===== src/rtl/mux_nway_rr_pkg.sv =====
// Shared defaults for the N-way registered channel merger and its arbiter.
// Arbitration mode constants select round-robin or fixed lowest-index priority.
package mux_nway_rr_pkg;

    localparam int DEF_WIDTH = 16;
    localparam int DEF_N     = 8;
    localparam int DEF_SELW  = 3;

    localparam int ARB_FIXED = 0;
    localparam int ARB_RR    = 1;

endpackage


===== src/rtl/rr_pick.sv =====
// Combinational picker: first requester found scanning from ptr (round-robin)
// or from index 0 (fixed priority), returned as one-hot grant plus binary index.
module rr_pick
    import mux_nway_rr_pkg::*;
#(
    parameter int N    = DEF_N,
    parameter int SELW = DEF_SELW
) (
    input  logic [N-1:0]    req,
    input  logic [SELW-1:0] ptr,
    input  logic            mode,
    output logic [N-1:0]    grant,
    output logic [SELW-1:0] idx,
    output logic            any
);

    int w_start;
    int w_j;

    always_comb begin
        grant   = '0;
        idx     = '0;
        any     = 1'b0;
        w_j     = 0;
        w_start = (mode == 1'(ARB_RR)) ? int'(ptr) : 0;
        // Wrap explicitly at N so non-power-of-two channel counts scan correctly.
        for (int k = 0; k < N; k++) begin
            w_j = w_start + k;
            if (w_j >= N) begin
                w_j = w_j - N;
            end
            if (!any && req[w_j]) begin
                grant[w_j] = 1'b1;
                idx        = SELW'(w_j);
                any        = 1'b1;
            end
        end
    end

endmodule


===== src/rtl/mux_nway_rr.sv =====
// Merges N valid/ready channels onto one registered output word plus source index.
// Output register reloads in the same cycle it is consumed, so throughput is one word per cycle.
module mux_nway_rr
    import mux_nway_rr_pkg::*;
#(
    parameter int WIDTH = DEF_WIDTH,
    parameter int N     = DEF_N,
    parameter int SELW  = DEF_SELW,
    parameter int RR    = ARB_RR
) (
    input  logic               clock,
    input  logic               reset,
    input  logic [N*WIDTH-1:0] in_data,
    input  logic [N-1:0]       in_valid,
    output logic [N-1:0]       in_ready,
    output logic [WIDTH-1:0]   out_data,
    output logic [SELW-1:0]    out_sel,
    output logic               out_valid,
    input  logic               out_ready
);

    localparam logic MODE = (RR != ARB_FIXED);

    logic             r_out_valid;
    logic [WIDTH-1:0] r_out_data;
    logic [SELW-1:0]  r_out_sel;
    logic [SELW-1:0]  r_ptr;

    logic             w_load_ok;
    logic             w_take;
    logic             w_any;
    logic [N-1:0]     w_grant;
    logic [SELW-1:0]  w_idx;
    logic [SELW-1:0]  w_ptr_next;
    logic [WIDTH-1:0] w_sel_data;

    rr_pick #(
        .N    (N),
        .SELW (SELW)
    ) u_pick (
        .req   (in_valid),
        .ptr   (r_ptr),
        .mode  (MODE),
        .grant (w_grant),
        .idx   (w_idx),
        .any   (w_any)
    );

    // Valid/ready: a channel transfers on a rising edge where its in_valid and
    // in_ready are both high; in_ready may look at in_valid, never the reverse.
    assign w_load_ok = !r_out_valid || out_ready;
    assign w_take    = w_load_ok && !reset;
    assign in_ready  = w_take ? w_grant : '0;

    always_comb begin
        w_sel_data = '0;
        for (int i = 0; i < N; i++) begin
            if (w_grant[i]) begin
                w_sel_data = w_sel_data | in_data[i*WIDTH +: WIDTH];
            end
        end
    end

    assign w_ptr_next = (w_idx == SELW'(N - 1)) ? '0 : w_idx + SELW'(1);

    always_ff @(posedge clock) begin
        if (reset) begin
            r_out_valid <= 1'b0;
            r_out_data  <= '0;
            r_out_sel   <= '0;
            r_ptr       <= '0;
        end else if (w_load_ok) begin
            if (w_any) begin
                r_out_valid <= 1'b1;
                r_out_data  <= w_sel_data;
                r_out_sel   <= w_idx;
                // Fixed-priority mode never moves the pointer.
                if (MODE) begin
                    r_ptr <= w_ptr_next;
                end
            end else begin
                r_out_valid <= 1'b0;
            end
        end
    end

    assign out_valid = r_out_valid;
    assign out_data  = r_out_data;
    assign out_sel   = r_out_sel;

endmodule


===== config.mk =====
export PLATFORM = sky130hd
export DESIGN_NAME = mux_nway_rr
export DESIGN_NICKNAME = d
export VERILOG_FILES = /design/src/rtl/mux_nway_rr_pkg.sv /design/src/rtl/rr_pick.sv /design/src/rtl/mux_nway_rr.sv
export SDC_FILE = /design/constraint.sdc
export NUM_CORES = 1
export LEC_CHECK = 0
export ABC_CLOCK_PERIOD_IN_PS = 11200
export BUFFER_PORTS_ARGS = -buffer_cell sky130_fd_sc_hd__buf_2
export CORE_MARGIN = 2
export CORE_UTILIZATION = 50
export CTS_CLUSTER_SIZE = 28
export DETAILED_ROUTE_END_ITERATION = 16
export PLACE_DENSITY = 0.84
export SETUP_SLACK_MARGIN = 0.05
export SLEW_MARGIN = 5
export SYNTH_ARGS = -nofsm -noshare
export SYNTH_HDL_FRONTEND = slang
export SYNTH_SLANG_ARGS = --single-unit

===== constraint.sdc =====
create_clock -name clock -period 11.2 [get_ports clock]
set_input_delay 1.12 -clock clock [delete_from_list [all_inputs] [get_ports clock]]
set_output_delay 1.12 -clock clock [all_outputs]
set_load 0.05 [all_outputs]

# Word-level counts from Yosys, hierarchy flattened

Cells that the tools add are included.

Output and inout port bits: 28
Input bits: 139
Register bits after elaboration: 23
Word-level logic and storage cells: 169

Muxes and demuxes: 83
$lt $le $gt $ge: 24
Reductions and logical operators: 27
Add/sub/neg operators: 16
Eq/ne operators: 1
Bitwise gates (word level): 14

Operators by type and width:

| operator              | number |
|---|---|
| $ge 32x1->1 const B   | 8 |
| $lt 32x5->1 const B   | 8 |
| $mux 32               | 8 |
| $ge 32x5->1 const B   | 7 |
| $sub 32x5->32 const B | 7 |
| $mux 16               | 8 |
| $or 16x16->16         | 7 |
| $mux 8                | 9 |
| $or 8x8->8            | 7 |
| $mux 1                | 33 |
| $mux 3                | 9 |
| $bmux 1 s3            | 8 |
| $demux 1 s3           | 8 |
| $add 3x3->4 const B   | 4 |
| $logic_and 1x1->1     | 16 |
| $logic_not 1->1       | 9 |
| $add 3x2->4 const B   | 2 |
| $sub 3x4->5 const B   | 1 |
| $add 3x1->4 const B   | 1 |
| $ge 3x4->1 const B    | 1 |
| $add 3x1->3 const B   | 1 |
| $eq 3x3->1 const B    | 1 |
| $reduce_and 2->1      | 1 |
| $logic_or 1x1->1      | 1 |

# Depth between registers and ports, before layout

Word-level depth: 42
Depth in mapped cells: 18

# Cells and area by module

A second synthesis with hierarchy kept.

Cell total of the unflattened synthesis: 374
Area, all modules: 3,140.5 sq um

Modules (own cells, without submodules):

| module      | instances | area each (sq um) | cells each |
|---|---|---|---|
| rr_pick     | 1         | 1,576.5           | 196 |
| mux_nway_rr | 1         | 1,564.0           | 178 |

# Worst setup path after synthesis

OpenSTA, ideal clock, no wires.

Path kind: register to output
Start: reg r_ptr[1]
End: out in_ready[6]
Data arrival time: 4.046 ns
Slack: 6.034 ns
Cell stages (with the launch flop): 13
Buffers on the path: 3
Path through: dfxtp_1 -> clkbuf_1 -> inv_1 -> ha_1 -> buf_4 -> mux4_2 -> mux2_2 -> or4_1 -> o221ai_1 -> a31oi_1 -> o21ai_1 -> buf_2 -> nor2b_1

Word-level cells in the longest chain between the ends: 28
Elaborated cells between the ends (all ways): 132

RTL lines:

| what                                                                   | line              | RTL |
|---|---|---|
| start: declaration                                                     | mux_nway_rr.sv:27 | `logic [SELW-1:0] r_ptr;` |
| start signal: assignment                                               | mux_nway_rr.sv:79 | `r_ptr <= w_ptr_next;` |
| parallel branches: the longest is 26 deep, another holds $sub 32x5->32 | n/a               |  |
| $mux 8 *                                                               | rr_pick.sv:32     | `if (!any && req[w_j]) begin` |
| $mux 8 *                                                               | mux_nway_rr.sv:53 | `assign in_ready = w_take ? w_grant : '0;` |
| end: declaration                                                       | mux_nway_rr.sv:15 | `output logic [N-1:0] in_ready,` |

Every way passes the cells marked *. The select of a mux whose other input is x is not followed.

==> results.md <==
- Post-synth EDFFs: 0
- Cell Pwr Density: 287.2 nW/um^2
- Row count: 31
- Most instantiated cells after synthesis: nand3_1 (33), nor2_1 (33), nand2_1 (32)
- Pleak: 1.998 nW
- Hold_ws: 0.5049 ns
- DR pass1 iterations: 8
- Bufs on Longest Clock Path: 2
- Die W: 90.23 um
- I/O pins: 167
- Final setup fails: 0
- Worst-path clk slew: 0.08 ns
- Ys async rst share: 0
- Fill count: 688
- Max incr delay on CP: 0.97 ns
- Post-DRT Antenna Nets: 0
- Share of cells above drive strength 1: 0.3317
- Leading area contributor after synthesis: dfxtp_1
- Routability congestion estimate: 1.047
- ANT cells: 0
- Max-Cap Viols: 0
- Distinct cells, synth: 73
- Drt total wl: 15.65 mm
- Fin crit share: 0.5832
- Mapped Avg Cell Area: 7.649 um^2
- Endpoint type of the worst setup path: primary output
- Routed vias/inst: 6.913
- FMAX: 0.1531 GHz
- DP Cell Count: 716
- Req. time, crit path: 10.08 ns
- Largest net degree at the start of global routing: 46
- Buffers and inverters on the worst path: 3
- Die area: 8141 um^2
- R2R depth: 11
- Crit-path cells: buf_4, inv_2, ha_1, mux4_2, mux2i_1, nand3_1, o32a_1, nor2_1, or3_1, nor2b_1, buf_2
- P&R area growth vs syn: 22.55%
- HP Start: out_sel[0]
- Multi-input logic area: 2970 um^2
- Sequential cell area: 460.4 um^2
- R2R setup slack: 5.91 ns
- Vias: 4977
- Hold Crit Depth: 2
- Max VDD drop: 0.1757 mV
- Critical R2R Capture: out_data[12]
- Hold Path Sink: out_sel[0]
- Setup_tns: 0 ns
- Post-CTS sizing: 0
- Post-route DRC: 0
- Initial antenna violation count: 0
- Sequential share of the synthesized area: 0.1239
- Tightest Hold Check Type: flop to flop
- Worst-Margin Slew: 1.010 ns
- Final min period: 6.532 ns
- Port Buf Inserts: 166
- Root buffer cell: clkbuf_8
- Initial core utilization: 0.5153
- Cell family with most CP delay: simple AND/OR/NAND/NOR gates
- Initial DRC Count: 794
- Die Y: 90.23 um
- Crit path max fanout: 45
- Non-filler cells, final: 720
- Synth Cell Area: 3717 um^2
- Slew headroom: 0.3234
- CP Class: flop to primary output
- Syn nets: 634
- Unrepaired setup endpoints after global routing: no
- Core area: 7214 um^2
- Setup Fix Bufs, Post-CTS: 0
- Mapped Cells: 486
- Final Skew: 0.006985 ns
- Worst skew pair latency: 0.27 ns
- Synth warnings: 0
- CTS Buf Count: 3
- Count of pins over their slew limit: 0
- Num Clock Sinks: 23
- Seq cells post-synth: 23
- DP HPWL: 12.07 mm
- Final hold violation count: 0
- First-pass GRT wire length: 24.10 mm
- Run status: completed
- Clock tree from TritonCTS: built
- Synth Flop Type: dfxtp_1
- Crit-path slowest cell: ha_1
- Vias in the first global route: 4743
- CP Data Arrival Time: 5.41 ns
- Crit start category: flop
- H-tree depth: 1
- Hold buffers post-CTS: 0
- Tot GR Track Use: 0.3597
- Synth top area share: 0.1239
- Nets: 770
- Top cells by area, synth: dfxtp_1 (12%), mux4_2 (7.3%), a221oi_1 (4.7%)
- Wire per inst: 21.74 um
- Grt ovf: 0
==> worst max-delay path by stage <==
stage / to / startpoint / cells past startpoint / slack [ns]
finish: in_ready[0] / flop / 11 / 4.67
global route: in_ready[0] / r_ptr[1] / 10 / 4.34
CTS: in_ready[0] / r_ptr[1] / 10 / 4.77
detailed placement: in_ready[0] / r_ptr[1] / 10 / 5.07
global placement: in_ready[0] / r_ptr[1] / 10 / 5.21
floorplan: in_ready[6] / r_ptr[1] / 12 / 6.03
==> sequential cells by signal (all words and copies together) (netlist names), named ones only <==
| register | flops |
|---|---|
| r_ptr | 2 |
| out_data | 16 |
| out_sel | 3 |
| out_valid | 1 |
==> placed cells by master (no fill, tap or decap), drive strengths merged, types with 4 or more instances in the layout <==
cell	synthesis	final
dfxtp	23	23
a31oi	24	24
a22oi	13	13
or3	4	4
o22ai	6	6
nand2	33	33
inv	18	18
a21oi	28	28
and3	4	4
a22o	12	12
nand4	5	5
o32ai	5	5
o211a	10	10
nand3	34	34
a222oi	13	13
a221oi	21	21
mux2	9	9
mux4	12	12
nand2b	5	5
mux2i	16	16
nor2b	9	9
nor2	33	33
ha	9	9
o21bai	14	14
nor3	13	13
o21ai	14	14
buf	15	173
==> layer usage <==
layer  part of all wire  up-vias  GRT usage
met3               0.12       60    0.05029
met1               0.39     2297     0.4930
met4              0.036        0     0.1449
met2               0.46      390     0.5695
li1                   -     2230          -
met5                  0        -          0
==> worst reg2reg max path, stage by stage (launching register included) <==
cell,delay (ns)
dfxtp_1,0.32
buf_4,0.44
inv_2,0.28
ha_1,0.97
mux4_2,0.72
mux2_2,0.41
o32a_1,0.38
or3_1,0.35
a21oi_1,0.76
a222oi_1,0.21
o211a_1,0.22
a31oi_1,0.16
==> stage by stage <==
| step | util | setup slack (ns) | power [mW] | area, um^2 |
|---|---|---|---|---|
| after CTS | 0.6315 | 4.773 | 1.277 | 4556 |
| after floorplan | - | 6.034 | 0.9793 | 3717 |
| after global routing | 0.6315 | 4.336 | 1.390 | 4556 |
| after detailed placement | 0.6250 | 5.074 | 1.220 | 4509 |
| after global placement | 0.6250 | 5.207 | 1.214 | 4509 |
| final | 0.6315 | 4.668 | 1.309 | 4556 |
==> cell families after synthesis <==
family | share of synthesized area
buf+inv | 0.07707
compound gates | 0.4012
flops | 0.1239
xor+xnor | 0.01178
fa+ha+maj | 0.03332
simple gates | 0.2087
mux | 0.1441
==> power by group <==
part           switching (mW)  internal, mW  total [mW]
clock                  0.0279        0.0249      0.0528
sequential             0.0224         0.116       0.138
combinational           0.741         0.377        1.12
total                   0.791         0.518        1.31
==> area by class of cell <==
type	count	share of cell area
tap	99	0.02719
clock buffer	3	0.009063
inverter	19	0.01566
multi-input combinational	402	0.6520
sequential	23	0.1011
timing repair buffer	173	0.1939
clock inverter	1	0.001099
No activity file was read; power rests on OpenSTA's default activity.
